===== config.mk =====
export PLATFORM = sky130hd
export DESIGN_NAME = id_stage
export DESIGN_NICKNAME = d
export VERILOG_FILES = /design/src/rtl/id_defs.sv /design/src/rtl/regfile_32x32.sv /design/src/rtl/id_stage.sv
export SDC_FILE = /design/constraint.sdc
export NUM_CORES = 2
export LEC_CHECK = 0
export CORE_MARGIN = 4
export CORE_UTILIZATION = 30
export DETAILED_ROUTE_END_ITERATION = 12
export PLACE_DENSITY = 0.56
export SETUP_SLACK_MARGIN = 0.4
export SLEW_MARGIN = 15
export SYNTH_ARGS = -nofsm -noshare
export SYNTH_HDL_FRONTEND = slang
export SYNTH_SLANG_ARGS = --single-unit

===== constraint.sdc =====
create_clock -name Clk -period 10.45 [get_ports Clk]
set_input_delay 1.045 -clock Clk [delete_from_list [all_inputs] [get_ports Clk]]
set_output_delay 1.045 -clock Clk [all_outputs]
set_load 0.005 [all_outputs]

===== src/rtl/id_defs.sv =====
// Shared encodings and payload types for the instruction-decode stage.
package id_defs;

   localparam int unsigned DATA_W  = 32;
   localparam int unsigned REG_NUM = 32;
   localparam int unsigned REG_AW  = 5;
   localparam int unsigned ALU_W   = 3;
   localparam int unsigned OP_W    = 6;
   localparam int unsigned IMM_W   = 16;

   localparam logic [DATA_W-1:0] NOP_INST_DEF = 32'h0000_0000;

   localparam logic [OP_W-1:0] OP_RTYPE = 6'h00;
   localparam logic [OP_W-1:0] OP_LW    = 6'h23;
   localparam logic [OP_W-1:0] OP_SW    = 6'h2B;
   localparam logic [OP_W-1:0] OP_BEQ   = 6'h04;
   localparam logic [OP_W-1:0] OP_ADDI  = 6'h08;
   localparam logic [OP_W-1:0] OP_J     = 6'h02;

   localparam logic [OP_W-1:0] FN_ADD = 6'h20;
   localparam logic [OP_W-1:0] FN_SUB = 6'h22;
   localparam logic [OP_W-1:0] FN_AND = 6'h24;
   localparam logic [OP_W-1:0] FN_OR  = 6'h25;
   localparam logic [OP_W-1:0] FN_SLT = 6'h2A;

   localparam logic [ALU_W-1:0] ALU_ADD = 3'b010;
   localparam logic [ALU_W-1:0] ALU_SUB = 3'b110;
   localparam logic [ALU_W-1:0] ALU_AND = 3'b000;
   localparam logic [ALU_W-1:0] ALU_OR  = 3'b001;
   localparam logic [ALU_W-1:0] ALU_SLT = 3'b111;

   typedef struct packed {
      logic             jump;
      logic             branch;
      logic             reg_dst;
      logic             alu_src;
      logic             mem_read;
      logic             mem_write;
      logic             mem_to_reg;
      logic             reg_write;
      logic [ALU_W-1:0] alu_ctr;
   } ctrl_t;

   typedef struct packed {
      ctrl_t              ctrl;
      logic [DATA_W-1:0]  branch_target;
      logic [DATA_W-1:0]  jump_target;
      logic [DATA_W-1:0]  rs_data;
      logic [DATA_W-1:0]  rt_data;
      logic [DATA_W-1:0]  imm;
      logic [REG_AW-1:0]  rt;
      logic [REG_AW-1:0]  rd;
   } idex_t;

   function automatic logic [DATA_W-1:0] sext16(input logic [IMM_W-1:0] v);
      return {{(DATA_W-IMM_W){v[IMM_W-1]}}, v};
   endfunction

endpackage


===== src/rtl/regfile_32x32.sv =====
// 32x32 register file: two combinational read ports with write-first bypass,
// one synchronous write port, synchronous active-low clear; $0 reads as zero.
module regfile_32x32
   import id_defs::*;
(
   input  logic              clk,
   input  logic              rst_n,
   input  logic [REG_AW-1:0] ra1,
   input  logic [REG_AW-1:0] ra2,
   input  logic              we,
   input  logic [REG_AW-1:0] wa,
   input  logic [DATA_W-1:0] wd,
   output logic [DATA_W-1:0] rdata1_c,
   output logic [DATA_W-1:0] rdata2_c
);

   logic [DATA_W-1:0] regs [REG_NUM];

   always_ff @(posedge clk) begin
      if (!rst_n) begin
         for (int unsigned i = 0; i < REG_NUM; i++) begin
            regs[i] <= '0;
         end
      end else if (we && (wa != '0)) begin
         regs[wa] <= wd;
      end
   end

   // Same-cycle write-back is forwarded so decode never sees a stale value.
   always_comb begin
      rdata1_c = regs[ra1];
      if (ra1 == '0) begin
         rdata1_c = '0;
      end else if (we && (wa == ra1)) begin
         rdata1_c = wd;
      end
   end

   always_comb begin
      rdata2_c = regs[ra2];
      if (ra2 == '0) begin
         rdata2_c = '0;
      end else if (we && (wa == ra2)) begin
         rdata2_c = wd;
      end
   end

endmodule


===== src/rtl/id_stage.sv =====
// Instruction-decode stage: IF/ID register, control decode, register file,
// load-use hazard detection and registered ID/EX outputs.
module id_stage
   import id_defs::*;
#(
   parameter logic [DATA_W-1:0] NOP_INST = NOP_INST_DEF
) (
   input  logic              Clk,
   input  logic              Rst_n,
   input  logic [DATA_W-1:0] Inst,
   input  logic [DATA_W-1:0] PC,
   input  logic              Flush,
   output logic              Stall_out,
   input  logic              WB_RegWrite,
   input  logic [REG_AW-1:0] WB_WriteReg,
   input  logic [DATA_W-1:0] WB_WriteData,
   output logic              Jump,
   output logic              Branch,
   output logic [DATA_W-1:0] BranchTarget,
   output logic [DATA_W-1:0] JumpTarget,
   output logic [DATA_W-1:0] RsData,
   output logic [DATA_W-1:0] RtData,
   output logic [DATA_W-1:0] Imm,
   output logic [REG_AW-1:0] Rt,
   output logic [REG_AW-1:0] Rd,
   output logic              RegDst,
   output logic              ALUSrc,
   output logic              MemRead,
   output logic              MemWrite,
   output logic              MemtoReg,
   output logic              RegWrite,
   output logic [ALU_W-1:0]  ALUCtr
);

   logic [DATA_W-1:0] ifid_instr;
   logic [DATA_W-1:0] ifid_pc;
   idex_t             idex_q;
   idex_t             idex_d;
   ctrl_t             ctrl;

   logic [OP_W-1:0]   op;
   logic [OP_W-1:0]   funct;
   logic [REG_AW-1:0] rs;
   logic [REG_AW-1:0] rt;
   logic [REG_AW-1:0] rd;
   logic [DATA_W-1:0] pc4;
   logic [DATA_W-1:0] imm_ext;
   logic [DATA_W-1:0] rs_data;
   logic [DATA_W-1:0] rt_data;

   assign op      = ifid_instr[31:26];
   assign rs      = ifid_instr[25:21];
   assign rt      = ifid_instr[20:16];
   assign rd      = ifid_instr[15:11];
   assign funct   = ifid_instr[5:0];
   assign pc4     = ifid_pc + DATA_W'(4);
   assign imm_ext = sext16(ifid_instr[15:0]);

   regfile_32x32 u_regfile (
      .clk      (Clk),
      .rst_n    (Rst_n),
      .ra1      (rs),
      .ra2      (rt),
      .we       (WB_RegWrite),
      .wa       (WB_WriteReg),
      .wd       (WB_WriteData),
      .rdata1_c (rs_data),
      .rdata2_c (rt_data)
   );

   // Control decode; unknown opcodes fall through as a bubble.
   always_comb begin
      ctrl = '0;
      case (op)
         OP_RTYPE: begin
            ctrl.reg_dst   = 1'b1;
            ctrl.reg_write = 1'b1;
            case (funct)
               FN_ADD:  ctrl.alu_ctr = ALU_ADD;
               FN_SUB:  ctrl.alu_ctr = ALU_SUB;
               FN_AND:  ctrl.alu_ctr = ALU_AND;
               FN_OR:   ctrl.alu_ctr = ALU_OR;
               FN_SLT:  ctrl.alu_ctr = ALU_SLT;
               default: begin
                  ctrl.reg_write = 1'b0;
                  ctrl.alu_ctr   = '0;
               end
            endcase
         end
         OP_LW: begin
            ctrl.alu_src    = 1'b1;
            ctrl.mem_read   = 1'b1;
            ctrl.mem_to_reg = 1'b1;
            ctrl.reg_write  = 1'b1;
            ctrl.alu_ctr    = ALU_ADD;
         end
         OP_SW: begin
            ctrl.alu_src   = 1'b1;
            ctrl.mem_write = 1'b1;
            ctrl.alu_ctr   = ALU_ADD;
         end
         OP_BEQ: begin
            ctrl.branch  = 1'b1;
            ctrl.alu_ctr = ALU_SUB;
         end
         OP_ADDI: begin
            ctrl.alu_src   = 1'b1;
            ctrl.reg_write = 1'b1;
            ctrl.alu_ctr   = ALU_ADD;
         end
         OP_J: begin
            ctrl.jump = 1'b1;
         end
         default: ;
      endcase
   end

   always_comb begin
      idex_d               = '0;
      idex_d.ctrl          = ctrl;
      idex_d.branch_target = pc4 + {imm_ext[DATA_W-3:0], 2'b00};
      idex_d.jump_target   = {pc4[31:28], ifid_instr[25:0], 2'b00};
      idex_d.rs_data       = rs_data;
      idex_d.rt_data       = rt_data;
      idex_d.imm           = imm_ext;
      idex_d.rt            = rt;
      idex_d.rd            = rd;
   end

   // Load-use: the load in ID/EX targets a register the IF/ID instruction reads.
   assign Stall_out = idex_q.ctrl.mem_read && (idex_q.rt != '0) &&
                      ((idex_q.rt == rs) || (idex_q.rt == rt));

   always_ff @(posedge Clk) begin
      if (!Rst_n || Flush) begin
         ifid_instr <= NOP_INST;
         ifid_pc    <= '0;
         idex_q     <= '0;
      end else if (Stall_out) begin
         idex_q <= '0;
      end else begin
         ifid_instr <= Inst;
         ifid_pc    <= PC;
         idex_q     <= idex_d;
      end
   end

   assign Jump         = idex_q.ctrl.jump;
   assign Branch       = idex_q.ctrl.branch;
   assign RegDst       = idex_q.ctrl.reg_dst;
   assign ALUSrc       = idex_q.ctrl.alu_src;
   assign MemRead      = idex_q.ctrl.mem_read;
   assign MemWrite     = idex_q.ctrl.mem_write;
   assign MemtoReg     = idex_q.ctrl.mem_to_reg;
   assign RegWrite     = idex_q.ctrl.reg_write;
   assign ALUCtr       = idex_q.ctrl.alu_ctr;
   assign BranchTarget = idex_q.branch_target;
   assign JumpTarget   = idex_q.jump_target;
   assign RsData       = idex_q.rs_data;
   assign RtData       = idex_q.rt_data;
   assign Imm          = idex_q.imm;
   assign Rt           = idex_q.rt;
   assign Rd           = idex_q.rd;

endmodule

# ---- Yosys cells after proc, flatten, opt, wreduce, memory -nomap -nowiden
# Memories as Yosys holds them, arrays and structs flattened. A register that Yosys moved wholly into a read port is not among the register bits.
# Index checks and enable logic that the tools add are counted.
# Widths: inputs -> output; s select.
dict set report totals {
  reg_bits 164
  mem_bits_rw 1024
  output_inout_bits 182
  elab_cells 66
  memories 1
}
# memory depth word_bits read_ports rd_clocked_by_memory_dff write_ports line
set memory_table {}
lappend memory_table {u_regfile.regs 32 32 2 2 32 regfile_32x32.sv:17} ;# logic [DATA_W-1:0] regs [REG_NUM];
dict set report op_classes {
  add_sub_neg 2
  n_eq_ne 12
  mux 17
  reduce_logical 18
}
# cell n
set ops {}
lappend ops {{$eq 6x6->1 const B} 7}
lappend ops {{$add 32x3->32 const B} 1}
lappend ops {{$add 32x32->32} 1}
lappend ops {{$mux 32} 1}
lappend ops {{$reduce_or 32->1} 1}
lappend ops {{$mux 1} 12}
lappend ops {{$pmux 3 s4} 1}
lappend ops {{$eq 5x5->1} 2}
lappend ops {{$logic_not 5->1} 2}
lappend ops {{$reduce_bool 5->1} 2}
lappend ops {{$pmux 3 s3} 1}
lappend ops {{$reduce_or 3->1} 3}
lappend ops {{$eq 6x2->1 const B} 1}
lappend ops {{$eq 6x3->1 const B} 1}
lappend ops {{$eq 6x4->1 const B} 1}
lappend ops {{$logic_not 6->1} 1}
lappend ops {{$mux 5} 1}
lappend ops {{$reduce_or 5->1} 1}
lappend ops {{$reduce_or 2->1} 2}
lappend ops {{$logic_and 1x1->1} 3}
lappend ops {{$logic_or 1x1->1} 2}
lappend ops {{$pmux 1 s2} 1}
lappend ops {{$logic_not 1->1} 1}

# ---- Depth between registers and ports, before layout
dict set report depth {
  word_depth 7
  depth_mapped 15
}

# ---- Hierarchy
# Synthesis repeated with hierarchy kept, for this count alone.
dict set report hier_totals {
  hier_cells 4712
  hier_area_um2 63666.1
}
# module instances cells_per_inst area_each_um2
set by_module_without_submodules {}
lappend by_module_without_submodules {regfile_32x32 1 3832 55144.1}
lappend by_module_without_submodules {id_stage 1 880 8521.9}

# ---- Worst setup path before layout
# Ideal clock, no wire load.
dict set report synth_path {
  path_type {input port to flip-flop}
  startpoint {input Rst_n}
  endpoint {memory u_regfile.regs[20][0] (enable)}
  setup_time_ps 466
  arrival_ps 4338
  required_ps 9984
  path_slack_ps 5647
  cell_stages 5
  n_path_buf 2
  path_cell_list {buf_2 -> nand2_1 -> or4_1 -> clkbuf_1 -> o21ai_0}
}
# item line
set synth_rtl {}
lappend synth_rtl {{from (decl)} id_stage.sv:9} ;# input logic Rst_n,
lappend synth_rtl {{to (decl)} regfile_32x32.sv:17}

# ---- Worst setup path after layout
dict set report layout_path {
  startpoint {register ifid_instr[16]}
  endpoint {register, netlist name RtData[22]}
}
dict set report layout_via {
  elab_chain_cells 4
  elab_cells_between_ends 5
  classes_between {eq/ne: 1; reduce/logical: 4}
}
# item line
set layout_lines {}
lappend layout_lines {{from (decl)} id_stage.sv:35} ;# logic [DATA_W-1:0] ifid_instr;
lappend layout_lines {{from (signal assigned)} id_stage.sv:142} ;# ifid_instr <= Inst;
lappend layout_lines {{$eq 5x5->1} id_stage.sv:132} ;# ((idex_q.rt == rs) || (idex_q.rt == rt));
lappend layout_lines {{$logic_or 1x1->1} id_stage.sv:132}
lappend layout_lines {{$logic_and 1x1->1} id_stage.sv:131} ;# assign Stall_out = idex_q.ctrl.mem_read && (idex_q.rt != '0) &&
lappend layout_lines {{$reduce_or 3->1 (no line)} --}
# Several ways; a longest one is shown, not always the timed one.
# A chain may end at the register's enable or synchronous reset.

==> flow_metrics.py <==
metrics = {
    "outcome": {
        "outcome": "finished clean",
    },
    "global_routing": {
        "grt_first_pass_wirelength_um": 332000,
        "gr-usage-all-layers_pct": 21.5,
        "grt_max_degree": 111,
        "grt_antenna_before_repair": 32,
        "grt_pass1_vias": 41575,
        "global_route.overflow_total": 0,
    },
    "final_layout": {
        "layout.cells.most_common": "sky130_fd_sc_hd__and2_1",
        "layout.cells.most_common_list": "1027 x sky130_fd_sc_hd__and2_1, 1024 x sky130_fd_sc_hd__edfxtp_1, 433 x sky130_fd_sc_hd__mux4_2",
        "area_of_combinational_cells_with_multiple_inputs_mm2": 0.0272,
        "final_design_instance_area_without_fill_mm2": 0.0741,
        "fillerInstances": 20118,
        "finish.utilization_pct": 35.2,
        "layout-drive-gt1-share_pct": 19.8,
        "sequential_area_mm2": 0.0348,
        "final_nets": 4819,
        "area_growth_syn_to_layout_pct": 16.3,
    },
    "clock_network": {
        "clk_pin_slew_ps": 60,
        "tritoncts": "built",
        "cts-root-buf": "sky130_fd_sc_hd__clkbuf_16",
        "clock-sinks": 1224,
        "tritoncts.num_buffers": 145,
        "cts-hold-fix-buffers": 0,
        "worst_skew_pair_latency_ps": 810,
        "cts-htree-levels": 4,
        "post_cts_repair_resize_count": 0,
        "cts-root-to-sink-buffers": 3,
        "cts_setup_buffers": 0,
    },
    "synth": {
        "post_synthesis_async_set_or_reset_flop_share_pct": 0,
        "synth.yosys.seq_area_share_pct": 54.6,
        "synthDistinctLibCells": 72,
        "synthCells": 4575,
        "ys_seq_elements": 1224,
        "number_of_synthesized_flops_with_an_enable_pin": 1024,
        "synth-warning-count": 0,
        "netlist_area_mm2": 0.0637,
        "postSynthAreaPerCell_um2": 13.9,
        "yosys_most_used_dff": "sky130_fd_sc_hd__edfxtp_1",
    },
    "detailed_routing": {
        "drt_pre_antenna_iters": 6,
        "final_ant_viol_nets": 0,
        "routed_wl_um": 241000,
        "vias_per_cell": 5.55,
        "dr_total_vias": 42307,
        "drt-initial-drc-count": 5495,
        "wire_per_inst_um": 31.7,
        "detail_route.drc_violations": 0,
    },
    "sta": {
        "final_min_period_over_clock_period_pct": 45.0,
        "timing.final.max_slew_violations": 0,
        "finClkSkew_ps": 44.1,
        "sum_neg_setup_slack_ps": 0,
        "slew-limit-headroom_pct": 16.8,
        "finalHoldViolCount": 0,
        "rsz0062_at_grt": "no",
        "worst_pin_slew_ps": 1240,
        "fmaxAchievable_mhz": 213,
        "setup-violations-final": 0,
        "period_minus_slack_ps": 4700,
    },
    "placed_design": {
        "gp_congestion": 0.877,
        "placed_area_mm2": 0.0695,
        "dp_hpwl_um": 150000,
        "numPortBuffers": 284,
    },
    "critical_path": {
        "timing_worst_setup_path_type": "reg -> reg",
        "worst-endpoint-required_ps": 11080,
        "timing.critical_path.fanout_max": 46,
        "cp-end-kind": "flip-flop",
        "rrSetupSlack_ps": 5750,
        "worstPathArrival_ps": 5330,
        "critical_path.startpoint_type": "flip-flop",
    },
    "power_and_ir_drop": {
        "powerDensity_mw_per_mm2": 161,
        "p_leak_nw": 24.1,
        "vdd.ir_drop.worst_mv": 0.174,
        "design_power_total_w": 0.0119,
    },
    "worst_hold_path": {
        "hold_path.class": "reg -> reg",
    },
    "floorplanning": {
        "start_util_pct": 30.3,
        "core-area_mm2": 0.210,
        "full_die_area_mm2": 0.220,
        "die-width_um": 469,
        "die_h_um": 469,
        "boundaryPins": 287,
        "placement_rows": 168,
    },
    "run": {
        "drv_cap": 0,
    },
}
==> synth_stat cells (all sizes together), types with 15 or more instances <==
master,count,area [um^2]
a221o,20,200
ha,32,400
nor3,25,130
a22o,16,140
mux2i,309,3090
o221ai,63,552
and2,1027,6420
xnor2,36,315
mux2,61,687
edfxtp,1024,30700
o2bb2ai,19,166
buf,192,1350
o22ai,53,332
mux4,433,9750
nor2,192,728
a211oi,38,285
clkbuf,296,1110
nand2,65,246
nand2b,23,144
a21oi,94,470
dfxtp,200,4000
o21ai,114,571
xor2,37,324
o211ai,15,113
nand3,21,105
o21bai,24,180
==> metal layers <==
layer	GRT usage, %	vias up	share of wire [%]
li1	-	17456	-
met1	28.2	21906	40
met2	34.4	2447	47
met3	4.97	486	9.7
met4	8.31	12	4.2
met5	0	-	0.027
==> registers in the layout (all words and copies together) (netlist names) <==
register        cells
ALUCtr              3
RsData             32
u_regfile.regs   1024
Jump                1
MemtoReg            1
RegDst              1
MemWrite            1
JumpTarget         30
ifid_instr         32
BranchTarget       32
RegWrite            1
RtData             32
ALUSrc              1
Branch              1
ifid_pc            32
==> layout make-up <==
cell class,count,area share (%)
flip-flops and latches,1224,47.0
multi-input cells,2881,36.7
clock buffers,203,5.50
repair buffers,414,5.22
well taps,2805,4.74
clock inverters,64,0.703
inverters,15,0.0760
diodes,14,0.0473
==> report_power, final <==
| part | switching, W | internal (W) |
|---|---|---|
| Sequential | 0.000176 | 0.00554 |
| Combinational | 0.000716 | 0.000493 |
| Clock | 0.00216 | 0.00284 |
==> through the flow <==
step | std cells | hold WS, ps | setup WS, ps
2_1_floorplan | 4608 | 430 | 5650
3_3_place_gp | 7336 | 440 | 5570
3_5_place_dp | 7339 | 439 | 5560
4_1_cts | 7606 | 455 | 5770
5_1_grt | 7609 | 475 | 5560
6_report | 7620 | 453 | 5750
==> cell families after synthesis <==
logic type	after synthesis	synth area share, %
other	1	0.00589
flip-flops	1224	54.6
adder cells (fa/ha/maj)	33	0.660
buffers and inverters	503	3.95
XOR/XNOR	73	1.00
AND/OR/NAND/NOR	1414	12.9
AO/OA/AOI/OAI	524	5.68
multiplexers	803	21.2
==> critical path, stage by stage, from the launching register on <==
cell and delay, ps:
sky130_fd_sc_hd__dfxtp_4 960, sky130_fd_sc_hd__buf_4 790, sky130_fd_sc_hd__buf_4 760, sky130_fd_sc_hd__mux4_2 630
sky130_fd_sc_hd__mux4_2 520, sky130_fd_sc_hd__nand2_1 150, sky130_fd_sc_hd__o221ai_1 240, sky130_fd_sc_hd__a22o_1 330
==> worst paths after layout <==
| path | from | endpoint | cells after the start |
|---|---|---|---|
| max | ifid_instr[16]$_SDFFE_PP0N_ | RtData[22]$_SDFF_PP0_ | 7 |
| min | ifid_pc[1]$_SDFFE_PP0N_ | BranchTarget[1]$_SDFF_PP0_ | 1 |
| max reg2reg | ifid_instr[16]$_SDFFE_PP0N_ | RtData[22]$_SDFF_PP0_ | 7 |
| min reg2reg | ifid_pc[1]$_SDFFE_PP0N_ | BranchTarget[1]$_SDFF_PP0_ | 1 |
Note: power is estimated with default switching activity, not from simulation.
